### src/rtl/pixel_stream_unpacker.sv
// pixel_stream_unpacker
//
// This module unpacks wide AXI-Stream words of reduced-depth pixels into a
// stream of one full-depth pixel per beat.
//
// Each input word holds PIXELS_PER_BEAT pixels, with pixel 0 in the least
// significant bits. Each pixel holds NUMBER_OF_SUB_PIXELS sub-pixels of
// SUB_PIXEL_WIDTH bits. Every sub-pixel is widened to CONV_SUB_PIXEL_WIDTH
// bits by replicating its MSBs into the new low bits.
//
// Ports
//   aclk, resetn          rising-edge clock; asynchronous active-low reset
//   s_axis_tvalid/tready  input handshake
//   s_axis_tlast          input packet end; applies to the word's last pixel
//   s_axis_tdata          packed input word, STREAM_WIDTH bits
//   m_axis_tvalid/tready  output handshake (outputs come from registers)
//   m_axis_tlast          packet end, on the last pixel of a tlast word
//   m_axis_tdata          one expanded pixel,
//                         CONV_SUB_PIXEL_WIDTH*NUMBER_OF_SUB_PIXELS bits
//
// Build option
//   PIXEL_UNPACKER_BYTE_SWAP_EN  byte-reverse each pixel before expansion.
//                                PIXEL_WIDTH must be a multiple of 8.
module pixel_stream_unpacker #(
  parameter int SUB_PIXEL_WIDTH      = 4,
  parameter int CONV_SUB_PIXEL_WIDTH = 8,
  parameter int NUMBER_OF_SUB_PIXELS = 4,
  parameter int STREAM_WIDTH         = 64
) (
  input  logic                                             aclk,
  input  logic                                             resetn,
  input  logic                                             s_axis_tvalid,
  output logic                                             s_axis_tready,
  input  logic                                             s_axis_tlast,
  input  logic [STREAM_WIDTH-1:0]                          s_axis_tdata,
  output logic                                             m_axis_tvalid,
  input  logic                                             m_axis_tready,
  output logic                                             m_axis_tlast,
  output logic [CONV_SUB_PIXEL_WIDTH*NUMBER_OF_SUB_PIXELS-1:0] m_axis_tdata
);

  localparam int PIXEL_WIDTH     = SUB_PIXEL_WIDTH * NUMBER_OF_SUB_PIXELS;
  localparam int OUT_WIDTH       = CONV_SUB_PIXEL_WIDTH * NUMBER_OF_SUB_PIXELS;
  localparam int PIXELS_PER_BEAT = STREAM_WIDTH / PIXEL_WIDTH;
  localparam int IDX_W           = (PIXELS_PER_BEAT > 1) ? $clog2(PIXELS_PER_BEAT) : 1;
  localparam logic [IDX_W-1:0] LAST_IDX = IDX_W'(PIXELS_PER_BEAT - 1);

  generate
    if (CONV_SUB_PIXEL_WIDTH < SUB_PIXEL_WIDTH ||
        (STREAM_WIDTH % PIXEL_WIDTH) != 0 || PIXELS_PER_BEAT < 1) begin : g_param_check
      $error("pixel_stream_unpacker: illegal width parameters");
    end
  endgenerate

  typedef enum logic {
    EMPTY  = 1'b0,
    UNPACK = 1'b1
  } state_t;

  state_t                  state_q, state_d;
  logic [STREAM_WIDTH-1:0] word_q, word_d;
  logic                    word_last_q, word_last_d;
  logic [IDX_W-1:0]        idx_q, idx_d;
  logic                    out_valid_q, out_valid_d;
  logic                    out_last_q, out_last_d;
  logic [OUT_WIDTH-1:0]    out_data_q, out_data_d;

  logic [PIXEL_WIDTH-1:0]  cur_pix;
  logic [PIXEL_WIDTH-1:0]  src_pix;
  logic                    out_free;
  logic                    move;
  logic                    last_move;
  logic                    accept;

  // MSB replication, generalised: output bit j (counted from the MSB) takes
  // source bit (j mod SUB_PIXEL_WIDTH) (also counted from the MSB). This equals
  // {c, c[MSB -: DIFF]} and reduces to a plain copy when DIFF is 0.
  function automatic logic [OUT_WIDTH-1:0] expand(input logic [PIXEL_WIDTH-1:0] p);
    logic [OUT_WIDTH-1:0] r;
    r = '0;
    for (int unsigned i = 0; i < NUMBER_OF_SUB_PIXELS; i++) begin
      for (int unsigned j = 0; j < CONV_SUB_PIXEL_WIDTH; j++) begin
        r[i*CONV_SUB_PIXEL_WIDTH + CONV_SUB_PIXEL_WIDTH - 1 - j] =
          p[i*SUB_PIXEL_WIDTH + SUB_PIXEL_WIDTH - 1 - (j % SUB_PIXEL_WIDTH)];
      end
    end
    return r;
  endfunction

  always_comb cur_pix = word_q[idx_q*PIXEL_WIDTH +: PIXEL_WIDTH];

`ifdef PIXEL_UNPACKER_BYTE_SWAP_EN
  generate
    if ((PIXEL_WIDTH % 8) != 0) begin : g_swap_width_check
      $error("pixel_stream_unpacker: byte swap needs PIXEL_WIDTH multiple of 8");
    end
  endgenerate

  function automatic logic [PIXEL_WIDTH-1:0] byte_swap(input logic [PIXEL_WIDTH-1:0] p);
    logic [PIXEL_WIDTH-1:0] r;
    r = '0;
    for (int unsigned b = 0; b < PIXEL_WIDTH/8; b++) begin
      r[b*8 +: 8] = p[(PIXEL_WIDTH/8 - 1 - b)*8 +: 8];
    end
    return r;
  endfunction

  always_comb src_pix = byte_swap(cur_pix);
`else
  always_comb src_pix = cur_pix;
`endif

  // A held pixel moves into the output register whenever that register is
  // empty or being drained this cycle. The last move frees the word buffer,
  // so the next word can be taken in the same cycle (no bubble).
  always_comb begin
    out_free      = !out_valid_q || m_axis_tready;
    move          = (state_q == UNPACK) && out_free;
    last_move     = move && (idx_q == LAST_IDX);
    s_axis_tready = resetn && ((state_q == EMPTY) || last_move);
    accept        = s_axis_tvalid && s_axis_tready;
  end

  always_comb begin
    state_d     = state_q;
    word_d      = word_q;
    word_last_d = word_last_q;
    idx_d       = idx_q;
    out_valid_d = out_valid_q;
    out_last_d  = out_last_q;
    out_data_d  = out_data_q;

    if (move) begin
      out_valid_d = 1'b1;
      out_data_d  = expand(src_pix);
      out_last_d  = word_last_q && (idx_q == LAST_IDX);
      idx_d       = idx_q + 1'b1;
    end else if (m_axis_tready) begin
      out_valid_d = 1'b0;
    end

    if (last_move) begin
      state_d = EMPTY;
      idx_d   = '0;
    end

    if (accept) begin
      state_d     = UNPACK;
      word_d      = s_axis_tdata;
      word_last_d = s_axis_tlast;
      idx_d       = '0;
    end
  end

  always_ff @(posedge aclk or negedge resetn) begin
    if (!resetn) begin
      state_q     <= EMPTY;
      word_q      <= '0;
      word_last_q <= 1'b0;
      idx_q       <= '0;
      out_valid_q <= 1'b0;
      out_last_q  <= 1'b0;
      out_data_q  <= '0;
    end else begin
      state_q     <= state_d;
      word_q      <= word_d;
      word_last_q <= word_last_d;
      idx_q       <= idx_d;
      out_valid_q <= out_valid_d;
      out_last_q  <= out_last_d;
      out_data_q  <= out_data_d;
    end
  end

  assign m_axis_tvalid = out_valid_q;
  assign m_axis_tlast  = out_last_q;
  assign m_axis_tdata  = out_data_q;

endmodule

### config.mk
export PLATFORM = sky130hd
export DESIGN_NAME = pixel_stream_unpacker
export DESIGN_NICKNAME = d
export VERILOG_FILES = /design/src/rtl/pixel_stream_unpacker.sv
export SDC_FILE = /design/constraint.sdc
export NUM_CORES = 1
export LEC_CHECK = 0
export ABC_AREA = 1
export CORE_ASPECT_RATIO = 1.1
export CORE_UTILIZATION = 51
export CTS_BUF_LIST = sky130_fd_sc_hd__clkbuf_16
export DETAILED_ROUTE_END_ITERATION = 12
export PLACE_DENSITY = 0.83
export SETUP_SLACK_MARGIN = 0.05
export SKIP_CTS_REPAIR_TIMING = 1
export SLEW_MARGIN = 20
export SYNTH_ARGS = -nofsm -noshare
export SYNTH_HDL_FRONTEND = slang
export SYNTH_SLANG_ARGS = --single-unit
### constraint.sdc
create_clock -name aclk -period 4.49 [get_ports aclk]
set_clock_uncertainty 0.15 [all_clocks]
set_input_delay 0.898 -clock aclk [delete_from_list [all_inputs] [get_ports aclk]]
set_output_delay 0.898 -clock aclk [all_outputs]
set_load 0.005 [all_outputs]
; Word-level counts from Yosys, hierarchy flattened
; Cells that the tools add are included.
[word_totals]
wordCells = 29
out_inout_bits = 35
reg_bits = 102
input_bits = 69
[op_classes]
n_addsub = 1
eq_ne = 1
n_mux = 7
n_reduce_logical = 11
bitwise = 1
shifts = 1
[op_table]
columns = op, n
row1 = $shiftx 64x7->16, 1
row2 = $mux 2, 3
row3 = $logic_and 1x1->1, 5
row4 = $mux 1, 4
row5 = $reduce_bool 2->1, 2
row6 = $reduce_bool 3->1, 1
row7 = $add 2x1->2 const B, 1
row8 = $eq 2x2->1 const B, 1
row9 = $logic_or 1x1->1, 2
row10 = $logic_not 1->1, 1
row11 = $not 1->1, 1

; Depth between registers and ports, before layout
[depth]
word_depth = 8
ltp_mapped = 8
depth_no_buf = 8

; Least setup slack after synthesis
; No wires, ideal clock.
[synth_path]
path_type = input to output
start = input port m_axis_tready
end = output port s_axis_tready
arrival_ps = 1445
required_time_ps = 3442
n_path_buf = 1
path_stages = 4
setup_slack_ps = 1997
path_cell_list = nor2_2 -> o21bai_4 -> buf_4 -> and2_1
[synth_via]
elab_chain_len = 5
[synth_lines]
columns = item, line
row1 = "start, declared", 37  ; input logic m_axis_tready,
row2 = $logic_or 1x1->1, 117  ; out_free = !out_valid_q || m_axis_tready;
row3 = $logic_and 1x1->1, 118  ; move = (state_q == UNPACK) && out_free;
row4 = $logic_and 1x1->1, 119  ; last_move = move && (idx_q == LAST_IDX);
row5 = $logic_or 1x1->1, 120  ; s_axis_tready = resetn && ((state_q == EMPTY) || last_move);
row6 = $logic_and 1x1->1, 120
row7 = "end, declared", 33  ; output logic s_axis_tready,
; No other way between the ends.

; Worst setup path in the final report
[layout_path]
start = register idx_q[1]
end = output port s_axis_tready
[layout_via]
elab_chain_len = 4
[layout_lines]
columns = item, line
row1 = "start, declared", 63  ; logic [IDX_W-1:0] idx_q, idx_d;
row2 = "start signal, assigned", 168  ; idx_q <= idx_d;
row3 = $eq 2x2->1, 119
row4 = $logic_and 1x1->1, 119
row5 = $logic_or 1x1->1, 120
row6 = $logic_and 1x1->1, 120
; No other way between the ends.

==> run_results.csv <==
group,metric,value,unit
yosys,yosysUniqueCellTypes,19,
worst_setup_path,critPathBufInv,2,
global_routing,grt_pass1_vias,3461,
min_path,hold_class,"flip-flop to flip-flop",
yosys,syn-mean-instance-area,7.88,µm²
routing,ant_nets,0,
worst_setup_path,required,3.44,ns
clocking,insertion_delay,0.34,ns
global_routing,grt_usage,25.8,%
power_and_ir_drop,vdd_drop_max,0.000337,V
floorplan,die_y,96.5,µm
routing,via_per_inst,5.43,
routing,finalWirelength,10300,µm
worst_setup_path,cp_cell_sequence,"ha_1, inv_2, o21bai_4, and2_1, clkdlybuf4s50_1",
clocking,cts_tree,"done",
clocking,cts.sinks,86,
cells_and_area,final-seq-area,2150,µm²
power_and_ir_drop,p_sw_share,39.3,%
floorplan,num_rows,34,
placement,dpl.hpwl,7010,µm
clocking,clockRootBuffer,"clkbuf_16",
worst_setup_path,cp_top_family,"flip-flops",
power_and_ir_drop,pwr-share-comb,42.6,%
yosys,synth_warnings,0,
cells_and_area,final_nets,659,
placement,port_buffers,103,
power_and_ir_drop,power_density,672,nW/µm²
routing,drt-initial-drc-count,396,
power_and_ir_drop,p_switching,1.40,mW
placement,gp_congestion,0.842,
global_routing,grt_max_degree,93,
floorplan,core-area,7870,µm²
yosys,syn_area,4140,µm²
global_routing,grt_antenna_before_repair,0,
cells_and_area,antenna_cells,0,
timing,post-route-period-util,75.3,%
placement,dp_cells,686,
floorplan,dieArea,8480,µm²
cells_and_area,multi_input_area,1650,µm²
worst_setup_path,crit_slowest_cell,"dfrtp_1",
worst_setup_path,cpPeakStageDelay,0.73,ns
power_and_ir_drop,p_leak,2.62,nW
yosys,ys_seq_area_share,52.0,%
job,cap_violations,0,
cells_and_area,layout.cells.non_filler,700,
cells_and_area,final_cell_area,5290,µm²
global_routing,grt_pass1_wl,16200,µm
routing,drt_pass1_iterations,5,
worst_setup_path,path_class,"flip-flop to output pin",
floorplan,ios,104,
power_and_ir_drop,p_clk_share,17.8,%
cells_and_area,area_growth,27.8,%
clocking,clkTransAtPathRegs,0.06,ns
timing,slew_violations,0,
clocking,cts_made_buffers,9,
timing,tns,0,ns
yosys,synth-seq-cells,86,
cells_and_area,n_fill_cell,617,
placement,dpl-instance-area,5040,µm²
timing,slew_headroom,35.4,%
power_and_ir_drop,p_seq_share,39.6,%
worst_setup_path,cp-end-kind,"output pin",
floorplan,die_w,87.9,µm
floorplan,initial_utilization,52.6,%
worst_setup_path,worstPathArrival,2.34,ns
cells_and_area,final_common_cell,"nand2_1",
clocking,h-tree-depth,3,
timing,hold_viol,0,
routing,vias,3804,
worst_setup_path,start_kind,"flip-flop",
timing,worstMarginPinSlew,0.970,ns
power_and_ir_drop,power.total,3.56,mW
cells_and_area,final_cell_mix,"nand2_1, clkdlybuf4s50_1, dfrtp_1",
global_routing,grt-ovfl-total,0,
yosys,synth_nets,595,
worst_setup_path,r2r_slack,1.44,ns
run_status,status,"completed",
timing,fin_crit,3.38,ns
routing,drc_errors,0,
worst_setup_path,worstPathMaxFanout,18,
power_and_ir_drop,power.internal,2.16,mW
routing,wl_per_cell,14.7,µm
clocking,clock_path_buffers,2,
yosys,synthCells,525,
timing,fmax,296,MHz
cells_and_area,drive_gt1_share,4.56,%
timing,rsz0062_at_grt,"no",
timing,setup_viol,0,
timing,holdWs,0.314,ns
-- path summary, 6_finish.rpt --
kind | start | end | cells past startpoint
setup / recovery | idx_q[1] | s_axis_tready | 5
hold / removal | word_q[27] | word_q[27] | 2
setup reg to reg | idx_q[1] | word_q[17] | 8
hold reg to reg | word_q[27] | word_q[27] | 2
max in group asynchronous | resetn | word_q[54] | 2
min in group asynchronous | resetn | word_q[4] | 2
-- registers in the layout, summed over array words and instances (netlist names) --
register       flops
word_q            64
m_axis_tdata      16
idx_q              2
m_axis_tlast       1
m_axis_tvalid      1
state_q            1
word_last_q        1
-- layout make-up --
| type | instances | share of cell area [%] |
|---|---|---|
| repair buffers | 110 | 20.3 |
| well taps | 108 | 2.56 |
| inverters | 8 | 0.568 |
| clock buffers | 9 | 4.26 |
| clock inverters | 5 | 0.379 |
| flip-flops and latches | 86 | 40.7 |
| multi-input cells | 374 | 31.2 |
-- per-stage QoR --
stage	setup slack, ns	util (%)
2_1_floorplan	2.00	-
3_3_place_gp	1.17	64.1
3_5_place_dp	1.15	64.1
4_1_cts	1.13	67.2
5_1_grt	1.01	67.2
6_report	1.11	67.2
-- cell usage after synthesis --
cell type  count  area share (%)
nand2_1      203              18
dfrtp_1       86              52
nand4_1       65             9.8
nor2_1        65             5.9
o21ai_0       27             3.3
buf_4         20             3.6
buf_2         15             1.8
clkbuf_1      14             1.3
buf_1          8            0.73
o21ai_1        6            0.73
inv_1          5            0.45
inv_2          3            0.27
nand3_1        2            0.24
and2_1         1            0.15
ha_1           1            0.30
nand2_2        1            0.15
nand3_2        1            0.24
nor2_2         1            0.15
o21bai_4       1            0.45
-- cells by family after synthesis --
kind of cell               after synthesis  share of synthesized area (%)
AOI/OAI and AO/OA                       34                           4.45
adders and majority gates                1                          0.302
buffers and inverters                   65                           8.16
DFF                                     86                           52.0
and+or+nand+nor                        339                           35.1
-- power groups by stage --
| stage | sequential, mW | combinational (mW) | clock, mW |
|---|---|---|---|
| after CTS | 1.40 | 1.51 | 0.634 |
| after floorplan | 1.34 | 1.01 | 0 |
| after detailed placement | 1.41 | 1.49 | 0 |
| after global placement | 1.39 | 1.43 | 0 |
| after global routing | 1.45 | 1.70 | 0.670 |
| final | 1.41 | 1.51 | 0.632 |
-- per-layer routing --
layer | vias up | wire (µm) | track usage [%]
met5 | - | 0 | 0
met1 | 1768 | 4220 | 33.2
met4 | 0 | 359 | 11.9
li1 | 1830 | - | -
met3 | 27 | 726 | 4.67
met2 | 179 | 4980 | 42.6
-- worst register-to-register path: cells and delay by family (launching register included) --
family / cells / cell delay (ns)
flip-flops: 1 / 0.73
AO/OA/AOI/OAI: 1 / 0.14
AND/OR/NAND/NOR: 3 / 0.63
adder cells (fa/ha/maj): 1 / 0.32
buffers and inverters: 3 / 0.97
No activity file was read; power rests on OpenSTA's default activity.
==> RTL edit 1 (config.mk and constraints unchanged) <==
`SUB_PIXEL_WIDTH`: 4 -> 2.
--- a/src/rtl/pixel_stream_unpacker.sv
+++ b/src/rtl/pixel_stream_unpacker.sv
@@ -22,7 +22,7 @@
 //   PIXEL_UNPACKER_BYTE_SWAP_EN  byte-reverse each pixel before expansion.
 //                                PIXEL_WIDTH must be a multiple of 8.
 module pixel_stream_unpacker #(
-  parameter int SUB_PIXEL_WIDTH      = 4,
+  parameter int SUB_PIXEL_WIDTH      = 2,
   parameter int CONV_SUB_PIXEL_WIDTH = 8,
   parameter int NUMBER_OF_SUB_PIXELS = 4,
   parameter int STREAM_WIDTH         = 64
Behaviour: not the same (Yosys sat finds a counterexample within 4 cycles, from zero or initial values and one cycle with resetn low).
==> RTL edit 1 against the original RTL <==
- clock power grew 21%
- worst setup slack gained 0.018 ns
- worst hold slack gained 0.015 ns
- final area shrank 1.4%
- first-iteration DRC count shrank 34%
- register-to-register slack gained 0.51 ns
- sequential cell count shrank 7
- synthesized cell count grew 4.2%
- power shrank 4.8%
- final cell count grew 2.7%
- wire length shrank 6.8%
- non-clock buffer count shrank 1
- synthesized area shrank 1.8%
- sequential share of layout area shrank 2.8 points
- largest cell class unchanged
==> RTL edit 1: results (changes against the original RTL) <==
outcome:
  status: "completed"
finish:
  clk_share_pct: 6.00  # +1.4 points
  regArea_um2: 1980  # -8.1%
  multi_input_area_um2: 1600  # -3.0%
  multi_input_comb_cells: 381  # +1.9%
  fillers: 637  # +3.2%
  signal_buffers: 109  # -0.91%
  inverters: 29  # +21
  drive_above_1_share_pct: 3.91  # -0.65 points
  layout.nets: 680  # +3.2%
  buf_share_pct: 20.7  # +0.39 points
sta:
  whs_ns: 0.329  # +0.0147 ns
  timing.final.ws_setup_ns: 1.12  # +0.0176 ns
  tightest_slew_ns: 1.01  # +0.0357 ns
route:
  drt-initial-drc-count: 262  # -34%
  viasPerCell: 5.11  # -5.9%
  routedWlPerCell_um: 13.3  # -9.3%
synth:
  synth_nets: 618  # +3.9%
  synthTopCellsByArea: "dfrtp_1, nand2_1, nand3_1"
  yosys.cell_types.count: 16  # -3
  synthCells: 547  # +4.2%
  synth_common_cells: "nand2_1, nand3_1, dfrtp_1"
global_routing:
  grt.met1_usage_pct: 32.8  # -0.40 points
  grt_pass1_wl_um: 15800  # -2.5%
  grt_max_degree: 81  # -13%
  grt_util_met3_pct: 4.42  # -0.26 points
  track_usage_pct: 25.0  # -0.79 points
cts:
  cts.sinks: 79  # -8.1%
  clk_pin_slew_ns: 0.06  # about the same
worst_setup_path:
  critPathKind: "register to output pin"
  crit_fanout: 19  # +1
  crit_path_max_incr_delay_ns: 0.71  # -0.02 ns
  rr_worst_depth: 7  # -1
  r2r_end: "word_q[0]$_DFFE_PN0P_"
  cp.arrival_ns: 2.32  # -0.02 ns
  ff2ff_setup_slack_ns: 1.95  # +0.51 ns
floorplanning:
  fp.dieW_um: 87.1  # -0.88%
placed_design:
  dp_hpwl_um: 6350  # -9.4%
  routabilityCongestion: 0.911  # +8.2%
  dp.cells: 702  # +2.3%
  pre_cts_slack_ns: 1.16  # +0.0106 ns
  dpl_cell_area_um2: 4880  # -3.2%
power:
  ir_drop_v: 0.000287  # -15%
  powerDensity_nw_per_um2: 650  # -3.4%
  power.leakage_nw: 2.69  # +2.6%
min_path:
  whs_endpoint: "word_q[42]$_DFFE_PN0P_"
  min-delay-start: "word_q[42]$_DFFE_PN0P_"
RTL edit 1: changes by cell type in the layout (fill, tap and decap cells not counted), sizes merged, moves of 7 or more:
cell / unedited run / this run
nand2: 204 / 269
nand3: 3 / 102
nor2: 66 / 4
dfrtp: 86 / 79
nand4: 65 / 0
o21ai: 33 / 0
inv: 9 / 29
RTL edit 1: power by group:
part | internal (mW) | switching (mW) | total, mW
clock | 0.481 | 0.284 | 0.765
combinational | 0.609 | 0.735 | 1.34
sequential | 1.04 | 0.240 | 1.28
total | 2.13 | 1.26 | 3.39
RTL edit 1: logic make-up (layout without fill, tap and decap cells):
family,Yosys count,in the layout,share of synthesized area (%)
AND/OR/NAND/NOR,375,375,37.9
buffers and inverters,87,154,12.1
flip-flops,79,79,48.6
AO/OA/AOI/OAI,4,4,0.708
adder cells (fa/ha/maj),2,2,0.616
RTL edit 1: layer usage:
layer  share of wire (%)  vias up
li1                    -     1799
met1                  43     1715
met2                  48      143
met3                 6.3       19
met4                 2.4        0
met5                   0        -
==> RTL edit 2 (same settings) <==
Made on the original files. Make the reset (`resetn`) synchronous in one clocked block. Comments in the files are not updated.
--- a/src/rtl/pixel_stream_unpacker.sv
+++ b/src/rtl/pixel_stream_unpacker.sv
@@ -152,7 +152,7 @@
     end
   end
 
-  always_ff @(posedge aclk or negedge resetn) begin
+  always_ff @(posedge aclk) begin
     if (!resetn) begin
       state_q     <= EMPTY;
       word_q      <= '0;
Function: differs if resetn is asserted again (counterexample within 4 cycles, from zero or initial values and one cycle with resetn low); with resetn held inactive, the same outputs for 10 cycles.
==> RTL edit 2 against the original RTL <==
- maximum frequency down 0.55%
- sequential share of layout area fell by 7.9 points
- sequential cell count is the same
- synthesized area grew 0.79%
- register-to-register slack better by 0.09 ns
- wire length shrank 5.7%
- final area decreased by 0.71%
- worst setup slack worse by 0.019 ns
- critical path depth rose by 1
- critical path type is now primary input to output pin
- highest routed layer unchanged
Power is not compared: it rests on default switching activity, and its combinational part moved more than twofold at a synthesized area within 25%.
==> RTL edit 2: results (changes against the original RTL) <==
outcome:
  status: "completed"
global_routing:
  antenna_found_initial: 0  # unchanged
  grt_pass1_vias: 3560  # +2.9%
  grt_pass1_wl_um: 15900  # -2.0%
  track_usage_pct: 24.0  # -1.9 points
  grt_max_degree: 68  # -27%
cts:
  clk_pin_slew_ns: 0.06  # about the same
  clockBufferDepth: 2  # unchanged
  cts_root_buf: "clkbuf_16"
  h-tree-depth: 3  # unchanged
  clock_latency_ns: 0.33
  numCtsBuffers: 9  # unchanged
finish:
  layout.nets: 673  # +2.1%
  stdcell_count: 715  # +2.1%
  drive_above_1_share_pct: 13.0  # +8.5 points
  largest_register: "word_q"
  fillers: 662  # +7.3%
  largest_reg_flops: 64  # unchanged
  regArea_um2: 1720  # -20%
  diodes: 0  # unchanged
sta:
  slew_viol_final: 0  # unchanged
  tightest_slew_ns: 1.03  # +0.0612 ns
placed_design:
  dpl_cell_area_um2: 4970  # -1.4%
  dp.cells: 700  # +2.0%
  routabilityCongestion: 0.824  # -2.1%
  port_buffers: 103  # unchanged
  pre_cts_slack_ns: 1.08  # -0.0727 ns
  dp_hpwl_um: 6810  # -2.9%
synth:
  synthTopCellsByArea: "dfxtp_1, nand3_2, nand3_1"
  ys_seq_area_share_pct: 41.3  # -11 points
  async_flop_share_pct: 0  # -100 points
  yosys.cell_types.count: 23  # +4
  yosysWarnings: 0  # unchanged
  synth_common_cells: "dfxtp_1, nand2_1, nand3_1"
  synth_nets: 615  # +3.4%
  syn_avg_cell_area_um2: 7.65  # -2.9%
power:
  power.leakage_nw: 2.31
  internal-power_mw: 1.39
  ir_drop_v: 0.000167
route:
  first_pass_iters: 5  # unchanged
  viasPerCell: 5.20  # -4.3%
  routed_wl_um: 9700  # -5.7%
  drt-initial-drc-count: 224  # -43%
worst_setup_path:
  cp.arrival_ns: 2.35
  slowest_stage: "clkdlybuf4s50_1"
  crit_path_max_incr_delay_ns: 0.53  # -0.20 ns
  crit_family: "buffers and inverters"
  crit_fanout: 6  # -12
min_path:
  min_path_type: "register to register"
## RTL edit 2: path summary, 6_finish.rpt
kind	start	to	slack, ns	cells after the start
max	m_axis_tready	s_axis_tready	1.09	6
min	word_q[57]$_SDFFE_PN0P_	word_q[57]$_SDFFE_PN0P_	0.31	2
max reg2reg	idx_q[1]$_SDFFE_PP0P_	word_q[24]$_SDFFE_PN0P_	1.53	6
min reg2reg	word_q[57]$_SDFFE_PN0P_	word_q[57]$_SDFFE_PN0P_	0.31	2
## RTL edit 2: power groups by stage
stage | Combinational, mW | Sequential (mW) | Clock (mW)
final | 0.297 | 0.856 | 0.703
after global routing | 0.330 | 0.862 | 0.744
after CTS | 0.298 | 0.856 | 0.706
after detailed placement | 0.296 | 0.872 | 0
after global placement | 0.287 | 0.868 | 0
after floorplan | 0.184 | 0.864 | 0
## RTL edit 2: area by class of cell
class                      count  area share [%]
multi-input combinational    359            36.4
sequential                    86            32.8
timing repair buffer         107            20.1
clock buffer                   9            4.29
inverter                      40            2.86
tap                          108            2.57
clock inverter                 6            1.05
## RTL edit 2: logic make-up after synthesis
family	synth area share [%]
DFF	41.3
adders and majority gates	0.300
and+or+nand+nor	36.3
AOI/OAI and AO/OA	8.85
buffers and inverters	13.3
## RTL edit 2: metal layers
| layer | vias to the layer above | GRT usage (%) | part of all wire, % |
|---|---|---|---|
| met5 | - | 0 | 0 |
| met4 | 0 | 10.4 | 2.7 |
| met3 | 23 | 3.58 | 5.2 |
| met2 | 146 | 40.9 | 50 |
| met1 | 1672 | 29.3 | 42 |
| li1 | 1878 | - | - |
## RTL edit 2: stage by stage
stage / hold slack, ns / power, mW
finish: 0.309 / 1.86
global route: 0.326 / 1.94
CTS: 0.312 / 1.86
detailed placement: 0.303 / 1.17
global placement: 0.294 / 1.16
floorplan: 0.284 / 1.05
